$ cat config.mk
export PLATFORM = sky130hd
export DESIGN_NAME = baud_tick_seq_gen
export DESIGN_NICKNAME = d
export VERILOG_FILES = /design/src/rtl/uart_pkg.sv /design/src/rtl/baud_prescaler.sv /design/src/rtl/baud_tick_seq_gen.sv
export SDC_FILE = /design/constraint.sdc
export NUM_CORES = 1
export LEC_CHECK = 0
export CAP_MARGIN = 20
export CORE_UTILIZATION = 55
export DETAILED_ROUTE_END_ITERATION = 8
export PLACE_DENSITY = 0.79
export SYNTH_ARGS = -nofsm -noshare
export SYNTH_HDL_FRONTEND = slang
export SYNTH_SLANG_ARGS = --single-unit
export TNS_END_PERCENT = 1
$ cat constraint.sdc
create_clock -name clk -period 2.7 [get_ports clk]
set_input_delay 0.54 -clock clk [delete_from_list [all_inputs] [get_ports clk]]
set_output_delay 0.54 -clock clk [all_outputs]
set_load 0.005 [all_outputs]
$ cat src/rtl/uart_pkg.sv
// rtl/uart_pkg.sv - shared UART baud/tick encodings, FSM state type and helpers
//
// Purpose: oversampling mode encodings, the oversample-count decode and the
// two-state run FSM type used by the baud tick sequence generator.
package uart_pkg;

  localparam logic [1:0] OVS_8  = 2'b00;
  localparam logic [1:0] OVS_16 = 2'b01;
  localparam logic [1:0] OVS_32 = 2'b10;

  typedef enum logic {
    IDLE = 1'b0,
    RUN  = 1'b1
  } state_t;

  // Ticks per bit period; the reserved encoding 2'b11 behaves as 16.
  function automatic logic [5:0] ovs_count(input logic [1:0] mode);
    case (mode)
      OVS_8:   return 6'd8;
      OVS_16:  return 6'd16;
      OVS_32:  return 6'd32;
      default: return 6'd16;
    endcase
  endfunction

endpackage

$ cat src/rtl/baud_prescaler.sv
// rtl/baud_prescaler.sv - programmable prescaler producing one strobe per p+1 enabled cycles
//
// Purpose: free-running modulo-(p+1) counter advanced while en is high.
// Ports:
//   clk   in   system clock
//   reset in   asynchronous active-high reset, clears the count
//   en    in   advance the count this cycle
//   clr   in   synchronous clear of the count (wins over en)
//   p     in   PRESCALE_W  terminal count (period minus 1)
//   tick  out  combinational strobe, high in the cycle the count wraps
module baud_prescaler #(
  parameter int PRESCALE_W = 20
) (
  input  logic                  clk,
  input  logic                  reset,
  input  logic                  en,
  input  logic                  clr,
  input  logic [PRESCALE_W-1:0] p,
  output logic                  tick
);

  logic [PRESCALE_W-1:0] pc;

  // The count never exceeds p, so p = all-ones cannot overflow pc.
  assign tick = en && !clr && (pc == p);

  always_ff @(posedge clk or posedge reset) begin
    if (reset) begin
      pc <= '0;
    end else if (clr) begin
      pc <= '0;
    end else if (en) begin
      if (pc == p) begin
        pc <= '0;
      end else begin
        pc <= pc + 1'b1;
      end
    end
  end

endmodule

$ cat src/rtl/baud_tick_seq_gen.sv
// rtl/baud_tick_seq_gen.sv - oversampling tick, mid-bit and bit-end strobe sequencer
//
// Purpose: runs N bit periods of OVS ticks each, every tick P+1 clocks apart,
// pulsing mid at tick OVS/2, bit_done at tick OVS and done on the last bit_done.
// Ports:
//   clk, reset             clock, asynchronous active-high reset
//   prescale, ovs_mode,    run configuration, sampled only on an accepted load
//   nbits
//   cs                     enable; low freezes a run and blocks load
//   load, abort            start/retrigger pulse, run termination (abort wins)
//   tick, mid, bit_done,   registered one-cycle strobes
//   done
//   busy, bit_idx          run active flag, current 0-based bit period
module baud_tick_seq_gen
  import uart_pkg::*;
#(
  parameter int PRESCALE_W = 20,
  parameter int NBITS_W    = 4
) (
  input  logic                  clk,
  input  logic                  reset,
  input  logic [PRESCALE_W-1:0] prescale,
  input  logic [1:0]            ovs_mode,
  input  logic [NBITS_W-1:0]    nbits,
  input  logic                  cs,
  input  logic                  load,
  input  logic                  abort,
  output logic                  tick,
  output logic                  mid,
  output logic                  bit_done,
  output logic                  done,
  output logic                  busy,
  output logic [NBITS_W-1:0]    bit_idx
);

  state_t                state_q, state_d;
  logic [PRESCALE_W-1:0] p_q, p_d;
  logic [5:0]            ovs_q, ovs_d;
  logic [NBITS_W-1:0]    n_q, n_d;
  logic [5:0]            tc_q, tc_d;
  logic [NBITS_W-1:0]    idx_d;
  logic                  tick_d, mid_d, bd_d, done_d;
  logic                  pre_en, pre_clr, pre_tick;
  logic [5:0]            tc_inc;

  assign tc_inc = tc_q + 6'd1;

  baud_prescaler #(
    .PRESCALE_W(PRESCALE_W)
  ) u_prescaler (
    .clk  (clk),
    .reset(reset),
    .en   (pre_en),
    .clr  (pre_clr),
    .p    (p_q),
    .tick (pre_tick)
  );

  always_comb begin
    state_d = state_q;
    p_d     = p_q;
    ovs_d   = ovs_q;
    n_d     = n_q;
    tc_d    = tc_q;
    idx_d   = bit_idx;
    tick_d  = 1'b0;
    mid_d   = 1'b0;
    bd_d    = 1'b0;
    done_d  = 1'b0;
    pre_en  = 1'b0;
    pre_clr = 1'b0;

    case (state_q)
      IDLE: begin
        if (load && cs && !abort) begin
          state_d = RUN;
          p_d     = prescale;
          ovs_d   = ovs_count(ovs_mode);
          n_d     = (nbits == '0) ? NBITS_W'(1) : nbits;
          tc_d    = '0;
          idx_d   = '0;
          pre_clr = 1'b1;
        end
      end
      RUN: begin
        if (abort) begin
          state_d = IDLE;
          tc_d    = '0;
          idx_d   = '0;
          pre_clr = 1'b1;
        end else if (load && cs) begin
          // Retrigger: any strobe of the interrupted run, including its done, is dropped.
          p_d     = prescale;
          ovs_d   = ovs_count(ovs_mode);
          n_d     = (nbits == '0) ? NBITS_W'(1) : nbits;
          tc_d    = '0;
          idx_d   = '0;
          pre_clr = 1'b1;
        end else if (cs) begin
          pre_en = 1'b1;
          if (pre_tick) begin
            tick_d = 1'b1;
            mid_d  = (tc_inc == (ovs_q >> 1));
            if (tc_inc == ovs_q) begin
              bd_d = 1'b1;
              tc_d = '0;
              if (bit_idx == n_q - NBITS_W'(1)) begin
                // The prescaler has just wrapped to 0, so IDLE starts clean.
                done_d  = 1'b1;
                state_d = IDLE;
                idx_d   = '0;
              end else begin
                idx_d = bit_idx + NBITS_W'(1);
              end
            end else begin
              tc_d = tc_inc;
            end
          end
        end
      end
      default: begin
        state_d = IDLE;
      end
    endcase
  end

  always_ff @(posedge clk or posedge reset) begin
    if (reset) begin
      state_q  <= IDLE;
      p_q      <= '0;
      ovs_q    <= '0;
      n_q      <= '0;
      tc_q     <= '0;
      bit_idx  <= '0;
      tick     <= 1'b0;
      mid      <= 1'b0;
      bit_done <= 1'b0;
      done     <= 1'b0;
      busy     <= 1'b0;
    end else begin
      state_q  <= state_d;
      p_q      <= p_d;
      ovs_q    <= ovs_d;
      n_q      <= n_d;
      tc_q     <= tc_d;
      bit_idx  <= idx_d;
      tick     <= tick_d;
      mid      <= mid_d;
      bit_done <= bd_d;
      done     <= done_d;
      busy     <= (state_d == RUN);
    end
  end

endmodule
# After elaboration in Yosys (flattened, before gate mapping)
# Cells that the tools add are included.
[op_classes]
addsub = 4
eq_ne = 11
mux = 70
bitwise_logic = 1
reduce_logical = 12
[ops]
columns = ["op", "n"]
rows = [
  ["$mux 20", 6],
  ["$mux 6", 9],
  ["$mux 4", 11],
  ["$pmux 20 s2", 1],
  ["$mux 1", 36],
  ["$pmux 6 s2", 3],
  ["$add 20x1->20 const B", 1],
  ["$eq 20x20->1", 1],
  ["$pmux 4 s2", 2],
  ["$ne 4x2->1 const B", 2],
  ["$add 6x1->6 const B", 1],
  ["$eq 6x5->1", 1],
  ["$eq 6x6->1", 1],
  ["$reduce_and 3->1", 2],
  ["$add 4x1->4 const B", 1],
  ["$eq 4x4->1", 1],
  ["$logic_and 1x1->1", 4],
  ["$logic_not 4->1", 1],
  ["$ne 2x2->1 const B", 2],
  ["$ne 4x3->1 const B", 1],
  ["$pmux 1 s2", 2],
  ["$reduce_and 4->1", 1],
  ["$sub 4x1->4 const B", 1],
  ["$eq 2x2->1 const B", 1],
  ["other kinds (5)", 6],
]
[word_totals]
regBits = 65
inputBits = 31
out_inout_bits = 9

# Logic depth before layout (Yosys ltp)
[depth]
word_depth = 12
ltp_mapped = 8

# Hierarchy
# A second synthesis with hierarchy kept.
[hier_totals]
hier_cells = 355
hier_area_um2 = 3480.8
[modules_own_cells]
columns = ["mod", "instances", "cells_per_inst", "area_per_inst_um2", "seq_area_each_um2"]
rows = [
  ["baud_tick_seq_gen", 1, 183, 2067.0, 1051.0],
  ["baud_prescaler", 1, 172, 1413.9, 500.5],
]

# Least setup slack after synthesis
# No wires, ideal clock.
[synth_path]
kind = "input port to flip-flop"
from = "input port cs"
to = "register u_prescaler.pc[18]"
setup_ns = 0.127
arrival_time_ns = 1.796
t_required_ns = 2.573
path_slack_ns = 0.778
path_stages = 7
path_cell_list = "clkbuf_1 -> or2_2 -> o2111ai_1 -> nor3_1 -> nand3_1 -> xor2_1 -> nor2_1"
[synth_between]
elab_chain_cells = 5
elab_cells_between_ends = 12
[synth_lines]
columns = ["element", "line_no", "rtl"]
rows = [
  ["start: declaration", "baud_tick_seq_gen.sv:25", "input logic cs,"],
  ["$logic_and 1x1->1 / $mux 1 (equally long branches)", "baud_tick_seq_gen.sv:75, baud_tick_seq_gen.sv:91, baud_tick_seq_gen.sv:99", ""],
  ["$mux 1 / $logic_and 1x1->1 (equally long branches)", "baud_tick_seq_gen.sv:91, baud_tick_seq_gen.sv:75", ""],
  ["$mux 1 (on tied branches)", "baud_tick_seq_gen.sv:86, baud_tick_seq_gen.sv:75", ""],
  ["$pmux 1 s2 / $mux 1 (equally long branches)", "baud_tick_seq_gen.sv:73", "case (state_q)"],
  ["$mux 20 / $reduce_bool 2->1 (equally long branches)", "n/a", ""],
  ["end signal: assignment", "baud_prescaler.sv:36", "pc <= pc + 1'b1;"],
  ["end: declaration", "baud_prescaler.sv:22", "logic [PRESCALE_W-1:0] pc;"],
]
# Several ways; a longest one is shown, not always the timed one.
# A chain may end at the register's enable or synchronous reset.

# Worst setup path in the final report
[layout_path]
from = "register tc_q[3]"
to = "register state_q"
[layout_between]
elab_chain_cells = 8
[layout_lines]
columns = ["element", "line_no", "rtl"]
rows = [
  ["start: declaration", "baud_tick_seq_gen.sv:40", "logic [5:0] tc_q, tc_d;"],
  ["start signal: assignment", "baud_tick_seq_gen.sv:145", "tc_q <= tc_d;"],
  ["$add 6x1->6", "baud_tick_seq_gen.sv:46", "assign tc_inc = tc_q + 6'd1;"],
  ["$eq 6x6->1", "baud_tick_seq_gen.sv:104", "if (tc_inc == ovs_q) begin"],
  ["$mux 1", "baud_tick_seq_gen.sv:104", ""],
  ["$mux 1", "baud_tick_seq_gen.sv:101", "if (pre_tick) begin"],
  ["$mux 1", "baud_tick_seq_gen.sv:99", "end else if (cs) begin"],
  ["$mux 1", "baud_tick_seq_gen.sv:91", "end else if (load && cs) begin"],
  ["$mux 1", "baud_tick_seq_gen.sv:86", "if (abort) begin"],
  ["$pmux 1 s2", "baud_tick_seq_gen.sv:73", ""],
  ["via state_d", "baud_tick_seq_gen.sv:36", "state_t state_q, state_d;"],
  ["end signal: assignment", "baud_tick_seq_gen.sv:141", "state_q <= state_d;"],
  ["end: declaration", "baud_tick_seq_gen.sv:36", ""],
]
# The timed path passes the listed nets, and every way through them passes these cells.

==> metrics.yaml <==
dr.pass1.iters: 4
rsz0062_at_grt: "false"
overflow: 0
pin_count: 40
required_ns: 2.91
antennaDiodeCount: 0
syn-cell-area_sq_um: 3240
synth_cell_types: 49
cts_setup_buffers: 0
place_congestion: 0.788
die_h_um: 78.7
post-place-ws_ns: 0.287
critPathCaptureType: "flip-flop"
htree_levels: 3
crit_path_start_kind: "flip-flop"
drtIter0Drc: 104
clk_latency_ns: 0.34
arrival_ns: 2.35
layout_setup_ws_ns: 0.560
dpl.hpwl_mm: 4.40
coreArea_sq_um: 5570
die_w_um: 78.7
finClkSkew_ns: 0.0100
syn_avg_cell_area_sq_um: 11.0
max_cap_viol_count: 0
yosys_warnings: 0
path_class: "reg -> reg"
synth_edf_count: 0
fmax_mhz: 467
drt-total-wl_mm: 6.23
grt_first_pass_wirelength_mm: 10.9
period_share: 0.792
vias: 2305
routed_via_density: 5.53
grt.total_usage: 0.232
cts_hold_buf: 0
grt_pass1_vias: 2344
drv_slew: 0
antenna_found_initial: 0
p_total_mw: 2.11
cts_buffer_depth: 2
relSlewSlack: 0.642
cts_sinks: 62
syn_nets: 330
hp-class: "reg -> reg"
final-hold-violation-count: 0
setup_viol: 0
peakVddDrop_mv: 0.341
setup_tns_ns: 0
num_rows: 27
cts_root_buf: "clkbuf_8"
syn2layout_area_growth_pct: 20.5
cts_resized: 0
async_flop_share: 1.00
ant_nets: 0
cts_tree: "done"
yosysSeqAreaShare: 0.480
dieArea_sq_um: 6190
cp_max_fo: 7
drc: 0
start_util: 0.580
outcome: "finished clean"
syn_inst: 295
routedWlPerCell_um: 14.9
grt_max_degree: 63
nNetsFinal: 378
synth-seq-cells: 62
clk_pin_slew_ns: 0.07
numCtsBuffers: 9
post-route-min-period_ns: 2.14
io_buffer_count: 39
leakage_nw: 1.64
tightest_slew_ns: 0.537
yosys_most_used_dff: "dfrtp_1"
power_density_nw_per_um2: 541
layout-drive-gt1-share: 0.159
sequential cells by signal (all words and copies together), names as in the netlist:
register	flops
tick	1
n_q	4
u_prescaler.pc	20
done	1
bit_idx	4
ovs_q	3
state_q	1
tc_q	6
mid	1
p_q	20
bit_done	1
cells in the mapped netlist (3+ instances only):
library cell / count / area share
dfrtp_1: 62 / 0.48
xnor2_1: 34 / 0.092
nor2_1: 31 / 0.036
mux2_2: 24 / 0.084
nand2_1: 23 / 0.027
xor2_1: 14 / 0.038
nand3_1: 12 / 0.019
nand4_1: 9 / 0.017
nor3_1: 9 / 0.014
inv_1: 8 / 0.0093
and3_1: 6 / 0.012
a21oi_1: 5 / 0.0077
clkbuf_1: 5 / 0.0058
ha_1: 4 / 0.015
nor2b_1: 4 / 0.0077
o21ai_0: 3 / 0.0046
placed cells by master, fill, tap and decap left out, types with 6 or more instances in the layout:
| cell type | n |
|---|---|
| nand2_1 | 23 |
| mux2_2 | 24 |
| xnor2_1 | 34 |
| clkbuf_8 | 11 |
| nand4_1 | 9 |
| dfrtp_1 | 62 |
| nor2_1 | 31 |
| nor3_1 | 9 |
| inv_1 | 7 |
| nand3_1 | 12 |
| and3_1 | 6 |
| xor2_1 | 14 |
| clkdlybuf4s50_1 | 39 |
metal layers:
metal / vias up / routed length (um) / track usage
met1: 1109 / 2820 / 0.297
met5: - / 0 / 0
li1: 1125 / - / -
met2: 56 / 2990 / 0.367
met3: 15 / 266 / 0.0471
met4: 0 / 150 / 0.133
through the flow:
step                instances   util  hold slack [ns]  instance area [sq um]
floorplan                 295      -            0.500                   3240
global placement          404  0.670            0.509                   3740
finish                    417  0.699            0.528                   3900
CTS                       417  0.699            0.530                   3900
global route              417  0.699            0.552                   3900
detailed placement        404  0.670            0.516                   3740
path summary, 6_finish.rpt:
kind,slack (ns),end,start,cells after the start
worst max-delay path,0.56,state_q$_DFF_PP0_,tc_q[3]$_DFFE_PP0P_,6
worst min-delay path,0.53,p_q[5]$_DFFE_PP0P_,p_q[5]$_DFFE_PP0P_,1
worst max register to register,0.56,state_q$_DFF_PP0_,tc_q[3]$_DFFE_PP0P_,6
worst min register to register,0.53,p_q[5]$_DFFE_PP0P_,p_q[5]$_DFFE_PP0P_,1
max in group asynchronous,1.84,tc_q[4]$_DFFE_PP0P_,reset,3
min in group asynchronous,0.56,bit_idx[1]$_DFFE_PP0P_,reset,3
logic make-up (layout without fill, tap and decap cells):
logic type	count (synthesis)	in the layout	share of synthesized area
AOI/OAI and AO/OA	26	26	0.0684
and+or+nand+nor	109	109	0.172
adders and majority gates	4	4	0.0155
xor gates and xnor gates	51	51	0.150
muxes	27	27	0.0947
DFF	62	62	0.480
buffers and inverters	16	66	0.0205
report_power, final:
group | switching, mW | internal, mW | total (mW)
clock network | 0.343 | 0.364 | 0.708
registers | 0.0670 | 1.01 | 1.08
logic | 0.131 | 0.197 | 0.327
total | 0.541 | 1.57 | 2.11
layout make-up:
cell class | count | area (sq um)
Clock buffer | 11 | 151
Inverter | 8 | 30.0
Tap cell | 72 | 90.1
Timing Repair Buffer | 45 | 448
Multi-Input combinational cell | 217 | 1620
Sequential cell | 62 | 1550
Fill cell | 429 | 1680
Clock inverter | 2 | 10.0
critical path: stages, from the launching register on:
cell,delay [ns]
dfrtp_1,0.50
nand2_1,0.13
or3_4,0.36
xor3_1,0.28
nand3_1,0.17
nor4_1,0.47
nor3_1,0.10
(Power assumes the default switching activity.)
